### src/rtl/mc_controller.sv
// rtl/mc_controller.sv - multicycle MIPS control FSM driving datapath muxes, enables and ALU control
module mc_controller (
    input  logic       clk,
    input  logic       reset,
    input  logic [5:0] op,
    input  logic [5:0] funct,
    input  logic       zero,
    output logic       iord,
    output logic       memwrite,
    output logic       irwrite,
    output logic       regdst,
    output logic       memtoreg,
    output logic       regwrite,
    output logic       alusrca,
    output logic [1:0] alusrcb,
    output logic [2:0] alucontrol,
    output logic [1:0] pcsrc,
    output logic       pcen,
    output logic       illegal,
    output logic [3:0] state
);
    typedef enum logic [3:0] {
        FETCH   = 4'd0,  DECODE = 4'd1,  MEMADR = 4'd2,  MEMRD  = 4'd3,
        MEMWB   = 4'd4,  MEMWR  = 4'd5,  RTYPEEX = 4'd6, ALUWB  = 4'd7,
        BEQEX   = 4'd8,  ADDIEX = 4'd9,  ADDIWB = 4'd10, JEX    = 4'd11
    } state_t;

    localparam logic [5:0] OP_RTYPE = 6'b000000;
    localparam logic [5:0] OP_LW    = 6'b100011;
    localparam logic [5:0] OP_SW    = 6'b101011;
    localparam logic [5:0] OP_BEQ   = 6'b000100;
    localparam logic [5:0] OP_ADDI  = 6'b001000;
    localparam logic [5:0] OP_J     = 6'b000010;

    state_t     st;
    logic [2:0] funct_alu;
    logic       funct_ok;
    logic       op_ok;
    logic       pcwrite, branch;
    logic       irwrite_s, regwrite_s, memwrite_s, illegal_s;

    assign state = st;

    always_comb begin
        funct_ok  = 1'b1;
        funct_alu = 3'b010;
        case (funct)
            6'b100000: funct_alu = 3'b010;
            6'b100010: funct_alu = 3'b110;
            6'b100100: funct_alu = 3'b000;
            6'b100101: funct_alu = 3'b001;
            6'b101010: funct_alu = 3'b111;
            default:   funct_ok  = 1'b0;
        endcase
    end

    always_comb begin
        case (op)
            OP_LW, OP_SW, OP_RTYPE, OP_BEQ, OP_ADDI, OP_J: op_ok = 1'b1;
            default:                                       op_ok = 1'b0;
        endcase
    end

    always_ff @(posedge clk or posedge reset) begin
        if (reset) begin
            st <= FETCH;
        end else begin
            case (st)
                FETCH:  st <= DECODE;
                DECODE: begin
                    case (op)
                        OP_LW, OP_SW: st <= MEMADR;
                        OP_RTYPE:     st <= RTYPEEX;
                        OP_BEQ:       st <= BEQEX;
                        OP_ADDI:      st <= ADDIEX;
                        OP_J:         st <= JEX;
                        default:      st <= FETCH;
                    endcase
                end
                MEMADR:  st <= (op == OP_LW) ? MEMRD : MEMWR;
                MEMRD:   st <= MEMWB;
                RTYPEEX: st <= funct_ok ? ALUWB : FETCH;
                ADDIEX:  st <= ADDIWB;
                default: st <= FETCH;
            endcase
        end
    end

    // Moore decode of the current state; only illegal and alucontrol also look at op/funct
    always_comb begin
        iord       = 1'b0;
        memwrite_s = 1'b0;
        irwrite_s  = 1'b0;
        regdst     = 1'b0;
        memtoreg   = 1'b0;
        regwrite_s = 1'b0;
        alusrca    = 1'b0;
        alusrcb    = 2'b00;
        alucontrol = 3'b010;
        pcsrc      = 2'b00;
        pcwrite    = 1'b0;
        branch     = 1'b0;
        illegal_s  = 1'b0;
        case (st)
            FETCH: begin
                alusrcb   = 2'b01;
                irwrite_s = 1'b1;
                pcwrite   = 1'b1;
            end
            DECODE: begin
                alusrcb   = 2'b11;
                illegal_s = ~op_ok;
            end
            MEMADR: begin
                alusrca = 1'b1;
                alusrcb = 2'b10;
            end
            MEMRD: iord = 1'b1;
            MEMWB: begin
                memtoreg   = 1'b1;
                regwrite_s = 1'b1;
            end
            MEMWR: begin
                iord       = 1'b1;
                memwrite_s = 1'b1;
            end
            RTYPEEX: begin
                alusrca    = 1'b1;
                alucontrol = funct_ok ? funct_alu : 3'b010;
                illegal_s  = ~funct_ok;
            end
            ALUWB: begin
                regdst     = 1'b1;
                regwrite_s = 1'b1;
            end
            BEQEX: begin
                alusrca    = 1'b1;
                alucontrol = 3'b110;
                pcsrc      = 2'b01;
                branch     = 1'b1;
            end
            ADDIEX: begin
                alusrca = 1'b1;
                alusrcb = 2'b10;
            end
            ADDIWB: regwrite_s = 1'b1;
            JEX: begin
                pcsrc   = 2'b10;
                pcwrite = 1'b1;
            end
            default: ;
        endcase
    end

    // Write strobes are held off for the whole reset pulse, not just until the next edge
    assign pcen     = ~reset & (pcwrite | (branch & zero));
    assign irwrite  = ~reset & irwrite_s;
    assign regwrite = ~reset & regwrite_s;
    assign memwrite = ~reset & memwrite_s;
    assign illegal  = ~reset & illegal_s;
endmodule

### config.mk
export PLATFORM = sky130hd
export DESIGN_NAME = mc_controller
export DESIGN_NICKNAME = d
export VERILOG_FILES = /design/src/rtl/mc_controller.sv
export SDC_FILE = /design/constraint.sdc
export NUM_CORES = 1
export LEC_CHECK = 0
export BUFFER_PORTS_ARGS = -buffer_cell sky130_fd_sc_hd__buf_2
export CAP_MARGIN = 25
export CORE_UTILIZATION = 40
export DETAILED_ROUTE_END_ITERATION = 16
export HOLD_SLACK_MARGIN = 0.15
export PLACE_DENSITY_LB_ADDON = 0.05
export REMOVE_ABC_BUFFERS = 1
export SLEW_MARGIN = 20
export SYNTH_ARGS = -nofsm -noshare
export SYNTH_HDL_FRONTEND = slang
export SYNTH_SLANG_ARGS = --single-unit
export TNS_END_PERCENT = 30
### constraint.sdc
create_clock -name clk -period 1.45 [get_ports clk]
set_input_delay 0.145 -clock clk [delete_from_list [all_inputs] [get_ports clk]]
set_output_delay 0.145 -clock clk [all_outputs]
set_load 0.02 [all_outputs]
==> results of run 1 <==
==> cell families (layout without fill, tap and decap cells) <==
group | count (synthesis) | after routing | synth area share, %
flip-flops | 4 | 4 | 18.4
buffers and inverters | 8 | 58 | 7.14
AND/OR/NAND/NOR | 35 | 35 | 40.1
XOR/XNOR | 3 | 3 | 4.84
multiplexers | 2 | 2 | 3.69
AO/OA/AOI/OAI | 21 | 21 | 25.8
==> worst max-delay path by stage <==
stage                   from            end  depth (start not counted)
finish              state[3]  alucontrol[1]                          5
floorplan           state[2]           pcen                          4
global placement    state[3]  alucontrol[1]                          5
CTS                 state[3]  alucontrol[1]                          5
global route        state[3]  alucontrol[1]                          5
detailed placement  state[3]  alucontrol[1]                          5
==> routing by layer <==
layer / track usage [%] / vias to the layer above
met2: 46.3 / 36
met3: 3.47 / 0
met1: 32.1 / 347
met4: 5.17 / 0
met5: 0 / -
li1: - / 372
==> Yosys cell counts <==
library cell and count:
sky130_fd_sc_hd__nor4_2 1, sky130_fd_sc_hd__o41ai_1 1, sky130_fd_sc_hd__nand2b_1 3, sky130_fd_sc_hd__nand2b_4 2
sky130_fd_sc_hd__nand3_2 1, sky130_fd_sc_hd__buf_2 1, sky130_fd_sc_hd__and4_1 1, sky130_fd_sc_hd__nor3b_1 1
sky130_fd_sc_hd__o22a_1 1, sky130_fd_sc_hd__nor4_1 1, sky130_fd_sc_hd__nor2_4 1, sky130_fd_sc_hd__xnor2_1 1
sky130_fd_sc_hd__o21bai_1 1, sky130_fd_sc_hd__or4b_1 1, sky130_fd_sc_hd__clkbuf_1 1, sky130_fd_sc_hd__or2_2 1
sky130_fd_sc_hd__mux2i_1 2, sky130_fd_sc_hd__and3_1 1, sky130_fd_sc_hd__a211oi_1 1, sky130_fd_sc_hd__inv_1 5
sky130_fd_sc_hd__nand3_1 1, sky130_fd_sc_hd__a21oi_1 6, sky130_fd_sc_hd__o211ai_1 2, sky130_fd_sc_hd__nor2_1 7
sky130_fd_sc_hd__nand2_1 3, sky130_fd_sc_hd__a41o_2 1, sky130_fd_sc_hd__a32oi_1 1, sky130_fd_sc_hd__o21ai_0 4
sky130_fd_sc_hd__dfrtp_1 4, sky130_fd_sc_hd__xor2_1 2, sky130_fd_sc_hd__o31ai_1 1, sky130_fd_sc_hd__nor3_1 10
sky130_fd_sc_hd__o311ai_0 1, sky130_fd_sc_hd__buf_6 1, sky130_fd_sc_hd__a31oi_1 1
==> through the flow <==
step / utilization, % / std cells
2_1_floorplan: - / 70
5_1_grt: 81.8 / 137
3_3_place_gp: 67.5 / 130
4_1_cts: 76.3 / 136
6_report: 81.8 / 137
3_5_place_dp: 67.5 / 130
==> cell type report <==
class	instances	area, um^2
Timing Repair Buffer	50	339
Tap cell	14	17.5
Clock buffer	3	22.5
Multi-Input combinational cell	61	469
Sequential cell	4	103
Fill cell	77	216
Inverter	5	18.8
==> power by group through the flow <==
stage / clock, mW / combinational, mW / sequential [mW]
finish: 0.142 / 0.847 / 0.159
global route: 0.147 / 0.901 / 0.161
CTS: 0.141 / 0.750 / 0.158
detailed placement: 0 / 0.658 / 0.160
global placement: 0 / 0.653 / 0.157
floorplan: 0 / 0.306 / 0.222
==> timing repair <==
action	in CTS	in global routing
pin swaps	1	3
hold buffers	1	0
hold endpoints to repair	4	0
gates resized for setup	16	16
setup endpoints to repair	11	14
setup buffers	2	1
==> tightest hold or removal path: stages <==
cell,delay (ps)
sky130_fd_sc_hd__buf_2,110
sky130_fd_sc_hd__nor2_1,50
sky130_fd_sc_hd__a31oi_1,110
sky130_fd_sc_hd__o21ai_0,70
==> run summary, run 1 <==
The run finished, with violations left. The checks that failed: setup timing. The met3 wire length is ~77 um. In this run, the clock network consumes between 10% and 20% of the power. The worst-case hold slack came out at about 300 ps. The die span in x came out at 38.8 um. The number of instances in the synthesized netlist is 73.

The largest total area in the synthesized netlist belongs to sky130_fd_sc_hd__dfrtp_1. The path with the worst hold slack has its endpoint at state[0]. STA puts the critical path data arrival time at about 1600 ps. The wire length the detailed router placed on met1 came out at 802 um. Leaving out fill and tap cells, the most frequent cell in the layout is sky130_fd_sc_hd__buf_2. The die area came out at around 1500 um^2. The portion of total power attributed to combinational logic is 73.8%. The accumulated negative setup slack is -1430 ps.

The detailed placement HPWL came out at roughly 1300 um. The synthesized netlist occupies a cell area of ~540 um^2. The post-layout instance area came out at a little under 1000 um^2.

The maximum fanout encountered on the critical timing path came out at 4. In this run the critical register-to-register path is captured at state[1]. After layout, the worst path uses 121% of the clock period. The detailed router's first-iteration violation count is 14.

For the worst-skew pair, the clock arrives at the later sink with an insertion delay of 230 ps. At the pin with the least slew margin, the transition time is 256 ps. The library cells used most frequently in the layout, excluding fill and tap cells, are sky130_fd_sc_hd__buf_2 (23), sky130_fd_sc_hd__buf_4 (21), sky130_fd_sc_hd__nor3_1 (8), sky130_fd_sc_hd__nor2_1 (7). The post-detailed-route DRC marker count came out at 0. The fraction of layout cells with a size suffix above 1 is 56.9%. The congestion estimate from routability-driven global placement came to ~0.83. The total vias in the final route came out at ~760. Setup violations remaining at the end of the flow were counted as 11. The total core area came out at about 1200 um^2. Before antenna repair, the detailed router went through 4 iterations. The final max-slew violation count is 0. The pin count of the biggest net entering global routing came out at 9.

The number of failing hold endpoints at the final stage is 0. The portion of the post-synthesis area used by sequential elements came out at 18.4%. Summed over all nets, wire length on met2 after detailed routing comes to just under 1000 um. Across every metal layer, demand over resource in global routing totals 25.7%. The switching component of the power is 0.531 mW. Routed signal wires occupy layers up through met3. The critical path is of the reg -> out type. The cell chosen for the clock root is sky130_fd_sc_hd__clkbuf_4.

The net switching fraction of the power came out at a little under half. The flip-flop count of the largest register, all copies and words added came out at 4. The cell family contributing the most delay on the critical path is simple AND/OR/NAND/NOR gates. The internal power consumption came out at approximately 0.6 mW. The cell area power density is about 1200 nW/um^2. The number of max-cap violations is 0. In this run the core area contains 12 standard-cell rows. The leakage power total came out at roughly 0.45 nW.

The sum of routed wire length over all layers is roughly 1800 um. During I/O placement, the number of pins put on the boundary was 35. The minimum clock period came out at 1750 ps. The tightest slew margin relative to the limit is about 83%. The vias per cell is between 5 and 6. On the worst path, the slowest cell contributes a delay of slightly below 500 ps. The startpoint class of the critical path is a register. The clock transition at the registers of the reported paths came out at around 40 ps. The remaining antenna violation count came out at 0. Along the worst hold path, the cell count comes to 4. The initial antenna violation count came out at 0. The maximum vdd ir drop came out at about 0.65 mV. Overall power consumption after layout is estimated at between 1 and 1.5 mW. The startpoint of the tightest hold check path is op[5]. In this run, distinct cell masters in the synthesized netlist total 35. The tightest min-delay check is of the in -> reg type. After synthesis, the cell types taking the most area are sky130_fd_sc_hd__dfrtp_1 (18%), sky130_fd_sc_hd__nor3_1 (9.2%), sky130_fd_sc_hd__a21oi_1 (5.5%). Among all stages on the critical path, the largest delay is contributed by sky130_fd_sc_hd__or4b_4. The portion of total power attributed to sequential cells came out at about 14%. The initial utilization of the core area, before any placement, comes to 45.8%. The y dimension of the die is between 30 and 40 um.

The setup skew after layout is between 0.15 and 0.2 ps. The achievable frequency is between 0.5 and 0.6 GHz. Setup repair after global routing could not meet its margin everywhere.

The number of buffer and inverter stages on the critical path came out at 1. After the last flow step, the layout net total stands at 140. The count of antenna diodes in the layout came out at 0.

The least setup slack across all paths after layout is -298 ps. The worst endpoint required time is 1310 ps. The via count of the first global-routing pass came to ~600.

The remaining global-route overflow came out at 0. The minimum setup slack after placement is -92.2 ps. The worst setup path is captured at an output pin. The total clock buffers created by CTS is 3. After synthesis the netlist holds a flip-flop and latch count of 4. The maximum buffer depth of the clock tree is 2. TritonCTS built the clock tree.

The level count of the clock H-tree is 1. The worst register-to-register path begins at state[2]. The wire length of the first global-routing pass came out at 2660 um. The mean area per synthesized cell came out at 7.44 um^2. After detailed routing, the average wire length per cell comes to ~13 um. Across all register-to-register paths, the minimum setup slack is around 110 ps. Relative to the synthesized area, the layout overhead comes to 78.6%. The clock sink total is 4. The Yosys step of the flow raised 0 warnings.

For the worst flop-to-flop path, the logic depth is 5. The instance area at placement is roughly 800 um^2. The area share of the largest cell type after synthesis came out at between 10% and 20%. Walking the worst path, the cells encountered are nand2b_4 > nor2_4 > nand3_2 > or4b_4 > buf_6. The number of port buffers is 34.
Note: power is estimated with default switching activity, not from simulation.
==> run 2: changes to the inputs <==
--- a/config.mk
+++ b/config.mk
@@ -10,7 +10,7 @@
 export CORE_UTILIZATION = 40
 export DETAILED_ROUTE_END_ITERATION = 16
 export HOLD_SLACK_MARGIN = 0.15
-export PLACE_DENSITY_LB_ADDON = 0.05
+export PLACE_DENSITY = 0.84
 export REMOVE_ABC_BUFFERS = 1
 export SLEW_MARGIN = 20
 export SYNTH_ARGS = -nofsm -noshare
==> run 2 against run 1 <==
  * The run still ends with setup timing left
  * Setup slack lost 4.0 ps
  * Clock-buffer cell count is the same
  * Clock power shrank 5%
  * Sequential cell count is the same
  * Fmax shrank 0.23%
  * Combinational power is essentially flat
  * Largest power group unchanged
  * Utilization grew 3.8 points
  * Critical endpoint unchanged
==> run summary, run 2 (synthesis gave the netlist of run 1 again) <==
The run finished, with violations left. The number of max-cap violations came to 0 (unchanged). STA classifies the critical path endpoint as an output pin. The wire length of the first global-routing pass is 2570 um (-3.4%). The portion of total power attributed to sequential cells came to 14.2% (+0.4 points). The share of total power in the clock network is 11.8% (-0.6 points). The initial antenna violation count is 0 (unchanged). The cell family contributing the most delay on the critical path is simple AND/OR/NAND/NOR gates. The remaining global-route overflow came out at 0 (unchanged). The post-detailed-route DRC marker count came out at 0 (unchanged). The global-route usage over all layers came to 24.6% (-1.1 points).

The number of nets in the layout is 140 (unchanged). The tightest slew margin relative to the limit came to 77.6% (-5.1 points). The net switching fraction of the power came out at 47.6% (+1.3 points).

The final setup violation count was 12 (+1). The clock transition at the registers of the reported paths came to 40 ps (about the same). The number of cell rows came to 12 (unchanged).

The number of instances in the placed design is 129 (-0.77%). Relative to the synthesized area, the layout overhead comes to 86.9%. The signal arrival time at the worst endpoint is 1610 ps (about the same).

The number of port buffers is 34 (unchanged). The least setup slack across all paths after layout came out at -302 ps (-3.97 ps). The worst endpoint required time came out at 1310 ps (about the same). TritonCTS built the clock tree. The leakage power total is 0.456 nW (+0.76%). The achievable frequency is 0.571 GHz (-0.23%). The startpoint-to-endpoint class of the critical path is reg -> out.

The remaining antenna violation count came out at 0 (unchanged). Traced cell by cell, the critical path runs through nand2b_4 > nor2_4 > nand3_2 > or4b_4 > buf_6. The total core area came to 1190 um^2 (unchanged). The flip-flop count of the largest register, all copies and words added is 4 (unchanged).

The vias per cell came out at 5.80 (+5.2%). The setup skew after layout came to 0.742 ps (+0.561 ps). The final reports fail on setup timing.

The die area is 1510 um^2 (unchanged). The routed wire length per instance came to 14.7 um (+9.2%). The count of antenna diodes in the layout is 0 (unchanged).

In this run the clock root is driven by a sky130_fd_sc_hd__clkbuf_4. The largest stage delay on the critical path came out at 500 ps (about the same). The y dimension of the die came out at 38.8 um (unchanged). The total clock buffers created by CTS is 3 (unchanged). The I/O pin count came out at 35 (unchanged). The maximum fanout encountered on the critical timing path is 3 (-1). The library cell used most frequently in the layout, excluding fill and tap cells, is sky130_fd_sc_hd__buf_2. The detailed placement HPWL is 1280 um (-4.5%). The post-layout instance count excluding filler cells came out at 137 (unchanged). The detailed router's first-iteration violation count came out at 20 (+6).

The portion of total power attributed to combinational logic is 74.0% (+0.2 points). The sum of routed wire length over all layers is 2020 um (+9.2%). Setup repair after global routing could not meet its margin everywhere. The cell area power density is 1130 nW/um^2 (-4.7%). The internal power consumption came out at 0.600 mW (-2.8%). The fraction of layout cells with a size suffix above 1 is 61.8% (+4.9 points). The switching component of the power is 0.545 mW (+2.6%). Among all stages on the critical path, the largest delay is contributed by sky130_fd_sc_hd__or4b_4. The number of failing hold endpoints at the final stage is 0 (unchanged).

The clock sink total was 4 (unchanged). The worst setup path is launched from a register. The final max-slew violation count came to 0 (unchanged).

The min-delay analysis places its worst path in the category in -> reg. The via count of the first global-routing pass is 668 (+11%). The maximum vdd ir drop is 0.857 mV (+31%). The pin count of the biggest net entering global routing came out at 9 (unchanged). The detailed-router iteration count before antenna repair came out at 4 (unchanged). The minimum clock period is 1750 ps (+3.97 ps). The post-route fraction of the period consumed by the critical path is 121% (+0.27 points). The level count of the clock H-tree is 1 (unchanged). The final estimated routing congestion in global placement is 0.883 (+6.1%).

The maximum buffer depth of the clock tree is 2 (unchanged). The number of buffer and inverter stages on the critical path came out at 1 (unchanged). The worst-skew pair later-pin latency is 230 ps (about the same). The die span in x is 38.8 um (unchanged). In the layout the commonest cells are sky130_fd_sc_hd__buf_2 (22), sky130_fd_sc_hd__buf_4 (21), sky130_fd_sc_hd__nor3_1 (6), sky130_fd_sc_hd__buf_6 (6).

The total vias in the final route is 794 (+5.2%). The actual transition at the worst max-transition pin came to 336 ps (+80.3 ps). The initial core utilization came to 45.8% (unchanged). The accumulated negative setup slack is -1040 ps (+393 ps).
[run 2: final cells by class]
type | count | area (um^2)
multi-input combinational | 61 | 508
clock buffer | 3 | 22.5
sequential | 4 | 103
fill | 58 | 171
timing repair buffer | 50 | 345
tap | 14 | 17.5
inverter | 5 | 18.8
[run 2: power by group through the flow]
stage	Combinational (mW)	Clock (mW)	Sequential [mW]
after global placement	0.628	0	0.156
after detailed placement	0.631	0	0.159
after floorplan	0.306	0	0.222
after CTS	0.750	0.131	0.159
after global routing	0.897	0.153	0.162
final	0.847	0.135	0.162
[run 2: tightest hold or removal path, delay by kind of cell]
| family | cells | cell delay [ps] |
|---|---|---|
| simple gates | 1 | 60 |
| buf+inv | 1 | 130 |
| compound gates | 2 | 180 |
[run 2: layer usage]
layer  global-route usage [%]  wire length (um)  part of all wire [%]
met1                     26.7               798                    40
met2                     47.5              1080                    53
met3                     2.31               122                   6.1
met4                     9.48                17                  0.84
met5                        0                 0                     0
[run 2: final timing paths]
check / start / slack (ps) / to / cells past startpoint
setup / recovery: state[3] / -300 / alucontrol[1] / 5
hold / removal: op[4] / 340 / state[1] / 4
setup reg to reg: state[2] / 20 / state[1] / 5
hold reg to reg: state[2] / 620 / state[3] / 2
max in group asynchronous: reset / 760 / state[1] / 3
min in group asynchronous: reset / 520 / state[3] / 3
[run 2: through the flow]
step	area, um^2	hold WS [ps]	setup WS [ps]	power [mW]	utilization, %
6_report	1010	337	-302	1.14	85.5
5_1_grt	1010	343	-335	1.21	85.5
4_1_cts	915	310	-288	1.04	77.1
3_5_place_dp	793	101	-85.1	0.790	66.9
3_3_place_gp	793	93.0	-39.4	0.784	66.9
2_1_floorplan	523	-88.9	-533	0.528	-
[run 2: what timing repair did]
item                                    4_1_cts  5_1_grt
endpoints found under the hold margin         4        0
resized for setup                            20       21
pin swaps                                     3        7
endpoints found under the setup margin       11       16
hold buffers                                  1        0
setup buffers                                 2        3
